===== config.mk =====
export PLATFORM = sky130hd
export DESIGN_NAME = mat_mul_stream
export DESIGN_NICKNAME = d
export VERILOG_FILES = /design/src/rtl/mat_mul_pkg.sv /design/src/rtl/mat_mul_mac.sv /design/src/rtl/mat_mul_stream.sv
export SDC_FILE = /design/constraint.sdc
export NUM_CORES = 2
export LEC_CHECK = 0
export CAP_MARGIN = 10
export CORE_MARGIN = 1
export CORE_UTILIZATION = 34
export DETAILED_ROUTE_END_ITERATION = 16
export DONT_BUFFER_PORTS = 1
export GPL_ROUTABILITY_DRIVEN = 1
export PLACE_DENSITY = 0.51
export SYNTH_ARGS = -nofsm -noshare
export SYNTH_HDL_FRONTEND = slang
export SYNTH_SLANG_ARGS = --single-unit

===== constraint.sdc =====
create_clock -name clk -period 15.6 [get_ports clk]
set_input_delay 1.56 -clock clk [delete_from_list [all_inputs] [get_ports clk]]
set_output_delay 1.56 -clock clk [all_outputs]
set_load 0.005 [all_outputs]

===== src/rtl/mat_mul_pkg.sv =====
// Shared state encoding, counter width and accumulator sizing for mat_mul_stream.
package mat_mul_pkg;

    localparam int unsigned CNT_W = 32;

    typedef enum logic [1:0] {
        LOAD = 2'd0,
        MAC  = 2'd1,
        OUT  = 2'd2
    } state_t;

    // Accumulator wide enough that an inner product of inner_len terms never overflows.
    function automatic int unsigned acc_width(input int unsigned data_w, input int unsigned inner_len);
        return 2 * data_w + $clog2(inner_len) + 1;
    endfunction

endpackage


===== src/rtl/mat_mul_mac.sv =====
// Signed multiply-accumulate with synchronous clear/enable; exposes the next accumulator value.
module mat_mul_mac #(
    parameter int unsigned DATA_WIDTH = 32,
    parameter int unsigned ACC_WIDTH  = 67
) (
    input  logic                  clk,
    input  logic                  rstn,
    input  logic                  i_clr,
    input  logic                  i_en,
    input  logic [DATA_WIDTH-1:0] i_a,
    input  logic [DATA_WIDTH-1:0] i_b,
    output logic [ACC_WIDTH-1:0]  o_acc_nxt_c
);

    logic [2*DATA_WIDTH-1:0] w_a_ext;
    logic [2*DATA_WIDTH-1:0] w_b_ext;
    logic [2*DATA_WIDTH-1:0] w_prod;
    logic [ACC_WIDTH-1:0]    w_prod_ext;
    logic [ACC_WIDTH-1:0]    r_acc;

    // Sign-extend operands so the low 2*DATA_WIDTH bits of the product are the exact signed result.
    assign w_a_ext     = {{DATA_WIDTH{i_a[DATA_WIDTH-1]}}, i_a};
    assign w_b_ext     = {{DATA_WIDTH{i_b[DATA_WIDTH-1]}}, i_b};
    assign w_prod      = w_a_ext * w_b_ext;
    assign w_prod_ext  = {{(ACC_WIDTH-2*DATA_WIDTH){w_prod[2*DATA_WIDTH-1]}}, w_prod};
    assign o_acc_nxt_c = r_acc + w_prod_ext;

    always_ff @(posedge clk) begin
        if (!rstn || i_clr) begin
            r_acc <= '0;
        end else if (i_en) begin
            r_acc <= o_acc_nxt_c;
        end
    end

endmodule


===== src/rtl/mat_mul_stream.sv =====
// Streaming signed matrix multiplier C = A x B with one MAC datapath and a busy-cycle counter.
// Define MAT_MUL_SATURATE_EN to clamp results to DATA_WIDTH instead of truncating.
module mat_mul_stream
    import mat_mul_pkg::*;
#(
    parameter int unsigned DATA_WIDTH = 32,
    parameter int unsigned ROWS_A     = 4,
    parameter int unsigned COLS_A     = 4,
    parameter int unsigned COLS_B     = 4,
    parameter int unsigned ACC_WIDTH  = acc_width(DATA_WIDTH, COLS_A)
) (
    input  logic                  clk,
    input  logic                  rstn,
    input  logic [DATA_WIDTH-1:0] in_data,
    input  logic                  in_valid,
    output logic                  in_ready,
    output logic [DATA_WIDTH-1:0] out_data,
    output logic                  out_valid,
    input  logic                  out_ready,
    output logic                  out_last,
    output logic [CNT_W-1:0]      counter
);

    localparam int unsigned NA      = ROWS_A * COLS_A;
    localparam int unsigned NB      = COLS_A * COLS_B;
    localparam int unsigned NW      = NA + NB;
    localparam int unsigned A_IDX_W = (NA > 1) ? $clog2(NA) : 1;
    localparam int unsigned B_IDX_W = (NB > 1) ? $clog2(NB) : 1;
    localparam int unsigned W_CNT_W = $clog2(NW);
    localparam int unsigned I_W     = (ROWS_A > 1) ? $clog2(ROWS_A) : 1;
    localparam int unsigned J_W     = (COLS_B > 1) ? $clog2(COLS_B) : 1;
    localparam int unsigned K_W     = (COLS_A > 1) ? $clog2(COLS_A) : 1;

`ifdef MAT_MUL_SATURATE_EN
    localparam logic [ACC_WIDTH-1:0] SAT_MAX = ACC_WIDTH'({1'b0, {(DATA_WIDTH-1){1'b1}}});
    localparam logic [ACC_WIDTH-1:0] SAT_MIN = ~SAT_MAX;
`endif

    state_t                r_state, w_state_nxt;
    logic [W_CNT_W-1:0]    r_wcnt, w_wcnt_nxt;
    logic [I_W-1:0]        r_i, w_i_nxt;
    logic [J_W-1:0]        r_j, w_j_nxt;
    logic [K_W-1:0]        r_k, w_k_nxt;
    logic                  r_in_ready, w_in_ready_nxt;
    logic                  r_out_valid, w_out_valid_nxt;
    logic                  r_out_last, w_out_last_nxt;
    logic [DATA_WIDTH-1:0] r_out_data, w_out_data_nxt;
    logic [CNT_W-1:0]      r_counter, w_counter_nxt;

    logic                  w_in_fire, w_out_fire;
    logic                  w_last_word, w_is_a;
    logic                  w_i_last, w_j_last, w_k_last;
    logic                  w_acc_clr, w_acc_en;
    logic [A_IDX_W-1:0]    w_a_waddr, w_a_raddr;
    logic [B_IDX_W-1:0]    w_b_waddr, w_b_raddr;
    logic [ACC_WIDTH-1:0]  w_acc_nxt;

    logic [DATA_WIDTH-1:0] r_a [NA];
    logic [DATA_WIDTH-1:0] r_b [NB];

    function automatic logic [DATA_WIDTH-1:0] to_out(input logic [ACC_WIDTH-1:0] acc);
        logic [DATA_WIDTH-1:0] res;
        res = acc[DATA_WIDTH-1:0];
`ifdef MAT_MUL_SATURATE_EN
        if ($signed(acc) > $signed(SAT_MAX)) begin
            res = SAT_MAX[DATA_WIDTH-1:0];
        end else if ($signed(acc) < $signed(SAT_MIN)) begin
            res = SAT_MIN[DATA_WIDTH-1:0];
        end
`endif
        return res;
    endfunction

    assign w_in_fire   = in_valid & r_in_ready;
    assign w_out_fire  = r_out_valid & out_ready;
    assign w_last_word = (r_wcnt == W_CNT_W'(NW - 1));
    assign w_is_a      = (r_wcnt < W_CNT_W'(NA));
    assign w_i_last    = (r_i == I_W'(ROWS_A - 1));
    assign w_j_last    = (r_j == J_W'(COLS_B - 1));
    assign w_k_last    = (r_k == K_W'(COLS_A - 1));
    assign w_a_waddr   = A_IDX_W'(r_wcnt);
    assign w_b_waddr   = B_IDX_W'(r_wcnt - W_CNT_W'(NA));
    assign w_a_raddr   = A_IDX_W'(r_i * COLS_A + r_k);
    assign w_b_raddr   = B_IDX_W'(r_k * COLS_B + r_j);

    mat_mul_mac #(
        .DATA_WIDTH (DATA_WIDTH),
        .ACC_WIDTH  (ACC_WIDTH)
    ) u_mac (
        .clk         (clk),
        .rstn        (rstn),
        .i_clr       (w_acc_clr),
        .i_en        (w_acc_en),
        .i_a         (r_a[w_a_raddr]),
        .i_b         (r_b[w_b_raddr]),
        .o_acc_nxt_c (w_acc_nxt)
    );

    // Operand storage: A words first, then B words, both row-major.
    always_ff @(posedge clk) begin
        if (w_in_fire) begin
            if (w_is_a) begin
                r_a[w_a_waddr] <= in_data;
            end else begin
                r_b[w_b_waddr] <= in_data;
            end
        end
    end

    // Next-state, index, output and counter logic.
    always_comb begin
        w_state_nxt    = r_state;
        w_wcnt_nxt     = r_wcnt;
        w_i_nxt        = r_i;
        w_j_nxt        = r_j;
        w_k_nxt        = r_k;
        w_acc_clr      = 1'b0;
        w_acc_en       = 1'b0;
        w_out_data_nxt = r_out_data;
        w_counter_nxt  = r_counter;

        case (r_state)
            LOAD: begin
                if (w_in_fire) begin
                    if (r_wcnt == '0) begin
                        w_counter_nxt = '0;
                    end
                    if (w_last_word) begin
                        w_wcnt_nxt  = '0;
                        w_i_nxt     = '0;
                        w_j_nxt     = '0;
                        w_k_nxt     = '0;
                        w_acc_clr   = 1'b1;
                        w_state_nxt = MAC;
                    end else begin
                        w_wcnt_nxt = r_wcnt + W_CNT_W'(1);
                    end
                end
            end
            MAC: begin
                w_acc_en = 1'b1;
                if (w_k_last) begin
                    w_k_nxt        = '0;
                    w_out_data_nxt = to_out(w_acc_nxt);
                    w_state_nxt    = OUT;
                end else begin
                    w_k_nxt = r_k + K_W'(1);
                end
            end
            OUT: begin
                if (w_out_fire) begin
                    if (w_i_last && w_j_last) begin
                        w_i_nxt     = '0;
                        w_j_nxt     = '0;
                        w_state_nxt = LOAD;
                    end else begin
                        if (w_j_last) begin
                            w_j_nxt = '0;
                            w_i_nxt = r_i + I_W'(1);
                        end else begin
                            w_j_nxt = r_j + J_W'(1);
                        end
                        w_acc_clr   = 1'b1;
                        w_state_nxt = MAC;
                    end
                end
            end
            default: w_state_nxt = LOAD;
        endcase

        // Busy cycles are every MAC/OUT cycle, saturating at all-ones.
        if (r_state != LOAD && r_counter != '1) begin
            w_counter_nxt = r_counter + CNT_W'(1);
        end

        w_in_ready_nxt  = (w_state_nxt == LOAD);
        w_out_valid_nxt = (w_state_nxt == OUT);
        w_out_last_nxt  = (w_state_nxt == OUT) && (w_i_nxt == I_W'(ROWS_A - 1))
                          && (w_j_nxt == J_W'(COLS_B - 1));
    end

    always_ff @(posedge clk) begin
        if (!rstn) begin
            r_state     <= LOAD;
            r_wcnt      <= '0;
            r_i         <= '0;
            r_j         <= '0;
            r_k         <= '0;
            r_in_ready  <= 1'b1;
            r_out_valid <= 1'b0;
            r_out_last  <= 1'b0;
            r_out_data  <= '0;
            r_counter   <= '0;
        end else begin
            r_state     <= w_state_nxt;
            r_wcnt      <= w_wcnt_nxt;
            r_i         <= w_i_nxt;
            r_j         <= w_j_nxt;
            r_k         <= w_k_nxt;
            r_in_ready  <= w_in_ready_nxt;
            r_out_valid <= w_out_valid_nxt;
            r_out_last  <= w_out_last_nxt;
            r_out_data  <= w_out_data_nxt;
            r_counter   <= w_counter_nxt;
        end
    end

    assign in_ready  = r_in_ready;
    assign out_valid = r_out_valid;
    assign out_last  = r_out_last;
    assign out_data  = r_out_data;
    assign counter   = r_counter;

endmodule


## Word level (Yosys, flattened, before mapping)

Memories as Yosys holds them, arrays and structs flattened.
Cells that the tools add are included.

| word-level totals | value |
|---|---|
| word-level logic and storage cells | 95 |
| memories kept | 2 |
| flip-flop bits (word level) | 147 |
| output and inout bits | 67 |
| bits in writable memories | 1024 |

| operators by class | value |
|---|---|
| reductions and logical operators | 18 |
| eq/ne operators | 12 |
| bitwise logic cells | 2 |
| magnitude comparators | 1 |
| multiply operators | 1 |
| muxes and demuxes | 39 |
| add/sub/neg operators | 9 |

Memory list:

| memory | depth | bits a word | rd ports | clocked after memory_dff | wr ports | RTL line | RTL |
|---|---|---|---|---|---|---|---|
| r_a | 16 | 32 | 1 | 0 | 1 | mat_mul_stream.sv:58 | `logic [DATA_WIDTH-1:0] r_a [NA];` |
| r_b | 16 | 32 | 1 | 0 | 1 | mat_mul_stream.sv:59 | `logic [DATA_WIDTH-1:0] r_b [NB];` |

Operators by type and width:

| operator | number |
|---|---|
| 32-bit two-way mux | 4 |
| 67-bit adder | 1 |
| 32-bit by 32-bit multiplier with 64-bit output | 1 |
| 2-bit two-way mux | 17 |
| 32-bit by 1-bit adder with 32-bit output, second input constant | 1 |
| 32-bit inequality test, second input constant | 1 |
| 2-bit == test, second input constant | 7 |
| 1-bit two-way mux | 12 |
| 2-bit one-hot mux with 2 select lines | 3 |
| 2-bit nonzero test | 5 |
| 4-bit by 2-bit adder with 4-bit output | 2 |
| 2-bit by 1-bit adder with 2-bit output, second input constant | 3 |
| 2-bit one-hot mux with 3 select lines | 1 |
| 3-bit AND reduction | 2 |
| 5-bit by 1-bit adder with 5-bit output, second input constant | 1 |
| 5-bit == test, second input constant | 1 |
| 5-bit logical NOT | 1 |
| 5-bit < comparator, second input constant | 1 |
| 5-bit two-way mux | 1 |
| 1-bit logical AND | 4 |
| 2-bit logical NOT | 2 |
| 2-bit inequality test, second input constant | 2 |
| 2-bit AND reduction | 2 |
| 4-bit by 1-bit subtractor with 4-bit output, second input constant | 1 |
| 5 further kinds | 6 |

## Depth between registers and ports, before layout

| depth | value |
|---|---|
| word-level depth | 8 |
| gate-level depth with buffers | 48 |

## Cells and area by module

Synthesis repeated with hierarchy kept, for this count alone.

| unflattened totals | value |
|---|---|
| cell total of the unflattened synthesis | 6584 |
| area total of the unflattened synthesis | 84649.9 um^2 |

By module, submodules not included:

| module | area an instance (um^2) | cells an instance | times used | sequential area each (um^2) |
|---|---|---|---|---|
| mat_mul_mac | 42500.8 | 4671 | 1 | 1341.3 |
| mat_mul_stream | 42149.2 | 1913 | 1 | 32351.0 |

## Worst setup path before layout

Ideal clock, no wire load.

| path | value |
|---|---|
| path type | flip-flop to flip-flop |
| start point | reg r_k[0] |
| end point | reg r_out_data[29], in the netlist out_data[29] |
| stages on the path, launching flop included | 42 |
| setup time | 76 ps |
| setup slack | 5368 ps |
| data arrival time | 10156 ps |
| data required time | 15524 ps |
| cell sequence | dfxtp_1 -> buf_6 -> buf_8 -> buf_6 -> buf_6 -> buf_6 -> buf_6 -> mux4_2 -> mux2_2 -> o21ai_0 -> clkbuf_1 -> nor2_1 -> fa_1 -> fa_1 -> inv_1 -> fa_1 -> fa_1 -> inv_1 -> [... 6 more ...] -> ha_1 -> a21o_1 -> a21oi_1 -> a21boi_0 -> o21a_1 -> o21ai_0 -> a311oi_1 -> o31ai_1 -> or4b_2 -> o311ai_0 -> ha_1 -> nor2_1 -> a21oi_1 -> a21o_1 -> a21oi_1 -> xnor2_1 -> nand2_1 -> a21boi_0 |

| between the ends | value |
|---|---|
| cells in the longest elaborated chain, start to end | 4 |
| elaborated cells between the ends (all ways) | 8 |

Ends and longest elaborated chain:

| what | RTL line | RTL |
|---|---|---|
| start: declaration | mat_mul_stream.sv:43 | `logic [K_W-1:0] r_k, w_k_nxt;` |
| start signal: assignment | mat_mul_stream.sv:199 | `r_k <= w_k_nxt;` |
| 4-bit by 2-bit adder with 4-bit output, on equally long branches | mat_mul_stream.sv:83, mat_mul_stream.sv:84 |  |
| memory read 16 x 32 bit, on equally long branches | -- |  |
| 32-bit by 32-bit multiplier with 64-bit output | mat_mul_mac.sv:24 | `assign w_prod = w_a_ext * w_b_ext;` |
| 67-bit adder | mat_mul_mac.sv:26 | `assign o_acc_nxt_c = r_acc + w_prod_ext;` |
| end signal: assignment | mat_mul_stream.sv:203 | `r_out_data <= w_out_data_nxt;` |
| end: declaration | mat_mul_stream.sv:47 | `logic [DATA_WIDTH-1:0] r_out_data, w_out_data_nxt;` |

Parallel ways exist; a longest one is shown, timed or not.
A chain may end at the register's enable or synchronous reset.

## Worst setup path after layout

| path | value |
|---|---|
| start point | reg r_k[1] |
| end point | reg u_mac.r_acc[30] |

| between the ends | value |
|---|---|
| cells in the longest elaborated chain, start to end | 4 |
| elaborated cells between the ends (all ways) | 6 |

Ends and longest elaborated chain:

| what | RTL line | RTL |
|---|---|---|
| 4-bit by 2-bit adder with 4-bit output, on equally long branches | mat_mul_stream.sv:83, mat_mul_stream.sv:84 |  |
| memory read 16 x 32 bit, on equally long branches | -- |  |
| 32-bit by 32-bit multiplier with 64-bit output * | mat_mul_mac.sv:24 |  |
| 67-bit adder * | mat_mul_mac.sv:26 |  |
| end signal: assignment | mat_mul_mac.sv:32 | `r_acc <= o_acc_nxt_c;` |
| end: declaration | mat_mul_mac.sv:19 | `logic [ACC_WIDTH-1:0] r_acc;` |

Mark *: on every way between the ends. The rest lies on a longest branch, timed or not.

==> summary.md <==
| Metric | Value |
|---|---|
| Outcome | finished clean |
| Hold Path Class | reg2reg |
| Commonest cells after routing, fill and taps aside | 1024 x edfxtp_1, 580 x inv_1, 409 x fa_1 |
| GP Congestion | approximately 0.84 |
| DRT antenna net count | 0 |
| Row count | around 160 |
| Clock latency on the worst-skew pair | 0.78 ns |
| Cell mode on critical path | ha_1 |
| Top FF cell, synth | edfxtp_1 |
| Mux contribution to synthesized area | about 11% |
| Worst-margin pin slew | between 1 and 1.5 ns |
| Mapped Nets | 4936 |
| Layout cells sized above 1 | a little over an eighth |
| CTS sink cnt | roughly 1100 |
| Fmax | between 80 and 90 MHz |
| Nets | approximately 5000 |
| DRT iter0 DRCs | roughly 2700 |
| First-pass GRT wire length | 250000 um |
| Setup CP Type | reg2reg |
| Post-synthesis sequential area ratio | 53.9% |
| Main combinational cell family by area after synthesis | adder cells |
| Worst path max stage delay | about 0.8 ns |
| Fin Setup TNS | 0 ns |
| Number of synthesized flops with an enable pin | about 1000 |
| Grt total ovfl | 0 |
| Reg clk slew, reported paths | 0.06 ns |
| Total wire length | around 170000 um |
| Cts hold-fix bufs | 0 |
| Slew Limit Headroom | between 10% and 20% |
| Post-Synthesis Cells | between 4000 and 5000 |
| Final setup violating endpoints | 0 |
| Drt wl/cell | around 25 um |
| Synth Area in Adders | 17.3% |
| Largest net degree at the start of global routing | 73 |
| Setup Skew | 0.0625 ns |
| Reg2Reg Setup Slack | 3.88 ns |
| Leading cell type in the layout, fill and taps excluded | edfxtp_1 |
| Post-CTS sizing | 0 |
| RSZ-0062 raised after global routing | no |
| P&R area growth vs syn | 10.9% |
| Initial Util | around a third |
| DP HPWL | ~110000 um |
| Buffers on Ports | 0 |
| Share of the synthesized area in the top cell type | 50.2% |
| Die ar. | between 150000 and 200000 um2 |
| Slew Viols, Final | 0 |
| DR pass1 iterations | 7 |
| Clock Tree Buf Depth | 3 |
| Pre-CTS WS | roughly 3.9 ns |
| Crit path arrival time | roughly 12 ns |
| Simple-gate share of the synthesized area | 6.67% |
| Synth unique cells | 75 |
| Shortest period the worst path allows | roughly 12 ns |
| CTS tree | built |
| Hold slack | ~0.46 ns |
| Top post-synthesis cells by area | edfxtp_1 50%, fa_1 13%, mux4_2 8.7% |
| Final core occ | 38.0% |
| Core box area | roughly 180000 um2 |
| Initial antenna violation count | 6 |
| # IOs | 103 |
| CTS buffer count | 120 |
| Post-synthesis compound-gate area fraction | around 4.3% |
| Worst Setup End Kind | flip-flop |
| Chip height | 426 um |
| CTS root buf | clkbuf_16 |
| Asr flop ratio synth | 0% |
| CP Max Fanout | 48 |
| Post-CTS setup buffers | 0 |
| Final Hold Viols | 0 |
| Xor and xnor area share after synthesis | under 10% |
| Via count | ~35000 |
| Largest area contributor in the netlist | edfxtp_1 |
| WP buf/inv | 6 |
| Yosys warns | 0 |
| DRC Markers | 0 |
| FF+latch count, synth | about 1100 |
| CTS H-Tree Depth | 3 |
| WP data required | between 15 and 20 ns |
| Die X | between 400 and 500 um |
| Syn Area/Cell | approximately 14 um2 |
| Crit start category | flip-flop |
| CP max-delay cell | mux4_2 |
| DR vias/cell | between 5 and 6 |
| Max Cap Viol | 0 |
| GRT Total Usage | a little under a fifth |
| Vias in the first global route | about 36000 |
| Setup ws final | between 3 and 4 ns |
| Final period util | approximately three quarters |
| Mapped cell area | just over 60000 um2 |
| Cell family with most CP delay | adder cells |
[cells in the mapped netlist, types with 21 or more instances]
| cell | count |
|---|---|
| mux4_2 | 237 |
| xor2_1 | 25 |
| and2_1 | 61 |
| edfxtp_1 | 1024 |
| o21ai_0 | 65 |
| a221oi_1 | 21 |
| xnor2_1 | 86 |
| mux4_1 | 21 |
| ha_1 | 192 |
| dfxtp_1 | 112 |
| buf_2 | 33 |
| fa_1 | 409 |
| inv_1 | 580 |
| a21boi_0 | 32 |
| nor2_1 | 344 |
| a21oi_1 | 119 |
| nand2_1 | 406 |
| mux2i_1 | 58 |
| o21a_1 | 21 |
| a21o_1 | 24 |
| clkbuf_1 | 94 |
| nor2b_1 | 37 |
[cells by family (layout without fill, tap and decap cells)]
group / count (synthesis) / count (layout)
compound gates: 398 / 398
buf+inv: 765 / 896
simple gates: 954 / 954
xor+xnor: 115 / 115
mux: 330 / 330
other cells: 0 / 1
flops: 1136 / 1136
fa+ha+maj: 601 / 601
[path summary, 6_finish.rpt]
| check | start | endpoint | cells after the start |
|---|---|---|---|
| setup / recovery | r_k[1] | u_mac.r_acc[30] | 40 |
| hold / removal | u_mac.r_acc[6] | u_mac.r_acc[6] | 2 |
| setup reg to reg | r_k[1] | u_mac.r_acc[30] | 40 |
| hold reg to reg | u_mac.r_acc[6] | u_mac.r_acc[6] | 2 |
[per-stage QoR]
stage	instance area [um2]	cells
global route	67900	6785
floorplan	61200	4299
CTS	67900	6785
finish	67900	6786
detailed placement	63900	6562
global placement	63900	6562
[sequential cells by signal, indices dropped and copies added, names as in the netlist]
signal / flops
r_a: 512
r_b: 512
counter: 32
out_data: 32
u_mac.r_acc: 32
r_wcnt: 5
r_i: 2
r_j: 2
r_k: 2
r_state: 2
in_ready: 1
out_last: 1
out_valid: 1
[final cells by class]
| type | instances | area, um2 |
|---|---|---|
| well taps | 2355 | 2950 |
| flip-flops and latches | 1136 | 33000 |
| multi-input cells | 2398 | 25100 |
| fillers | 16800 | 111000 |
| clock buffers | 154 | 3210 |
| diodes | 1 | 2.50 |
| clock inverters | 69 | 706 |
| inverters | 583 | 2190 |
| repair buffers | 90 | 701 |
[layer usage]
| layer | part of all wire, % | vias to the layer above | wire length (um) | GRT usage [%] |
|---|---|---|---|---|
| li1 | - | 15100 | - | - |
| met1 | 45 | 18400 | 76700 | 26.5 |
| met2 | 48 | 942 | 81600 | 31.0 |
| met3 | 5.5 | 180 | 9450 | 2.90 |
| met4 | 1.9 | 0 | 3280 | 4.18 |
| met5 | 0 | - | 0 | 0 |
[worst min-delay path: cells and delay by family, from the launching register on]
family             cells  cell delay (ns)
and+or+nand+nor        1             0.05
AOI/OAI and AO/OA      1             0.05
DFF                    1             0.31
Power is left out: the tool's default activity adds up to more than one toggle a clock period on the data nets, which glitch-free logic cannot reach.
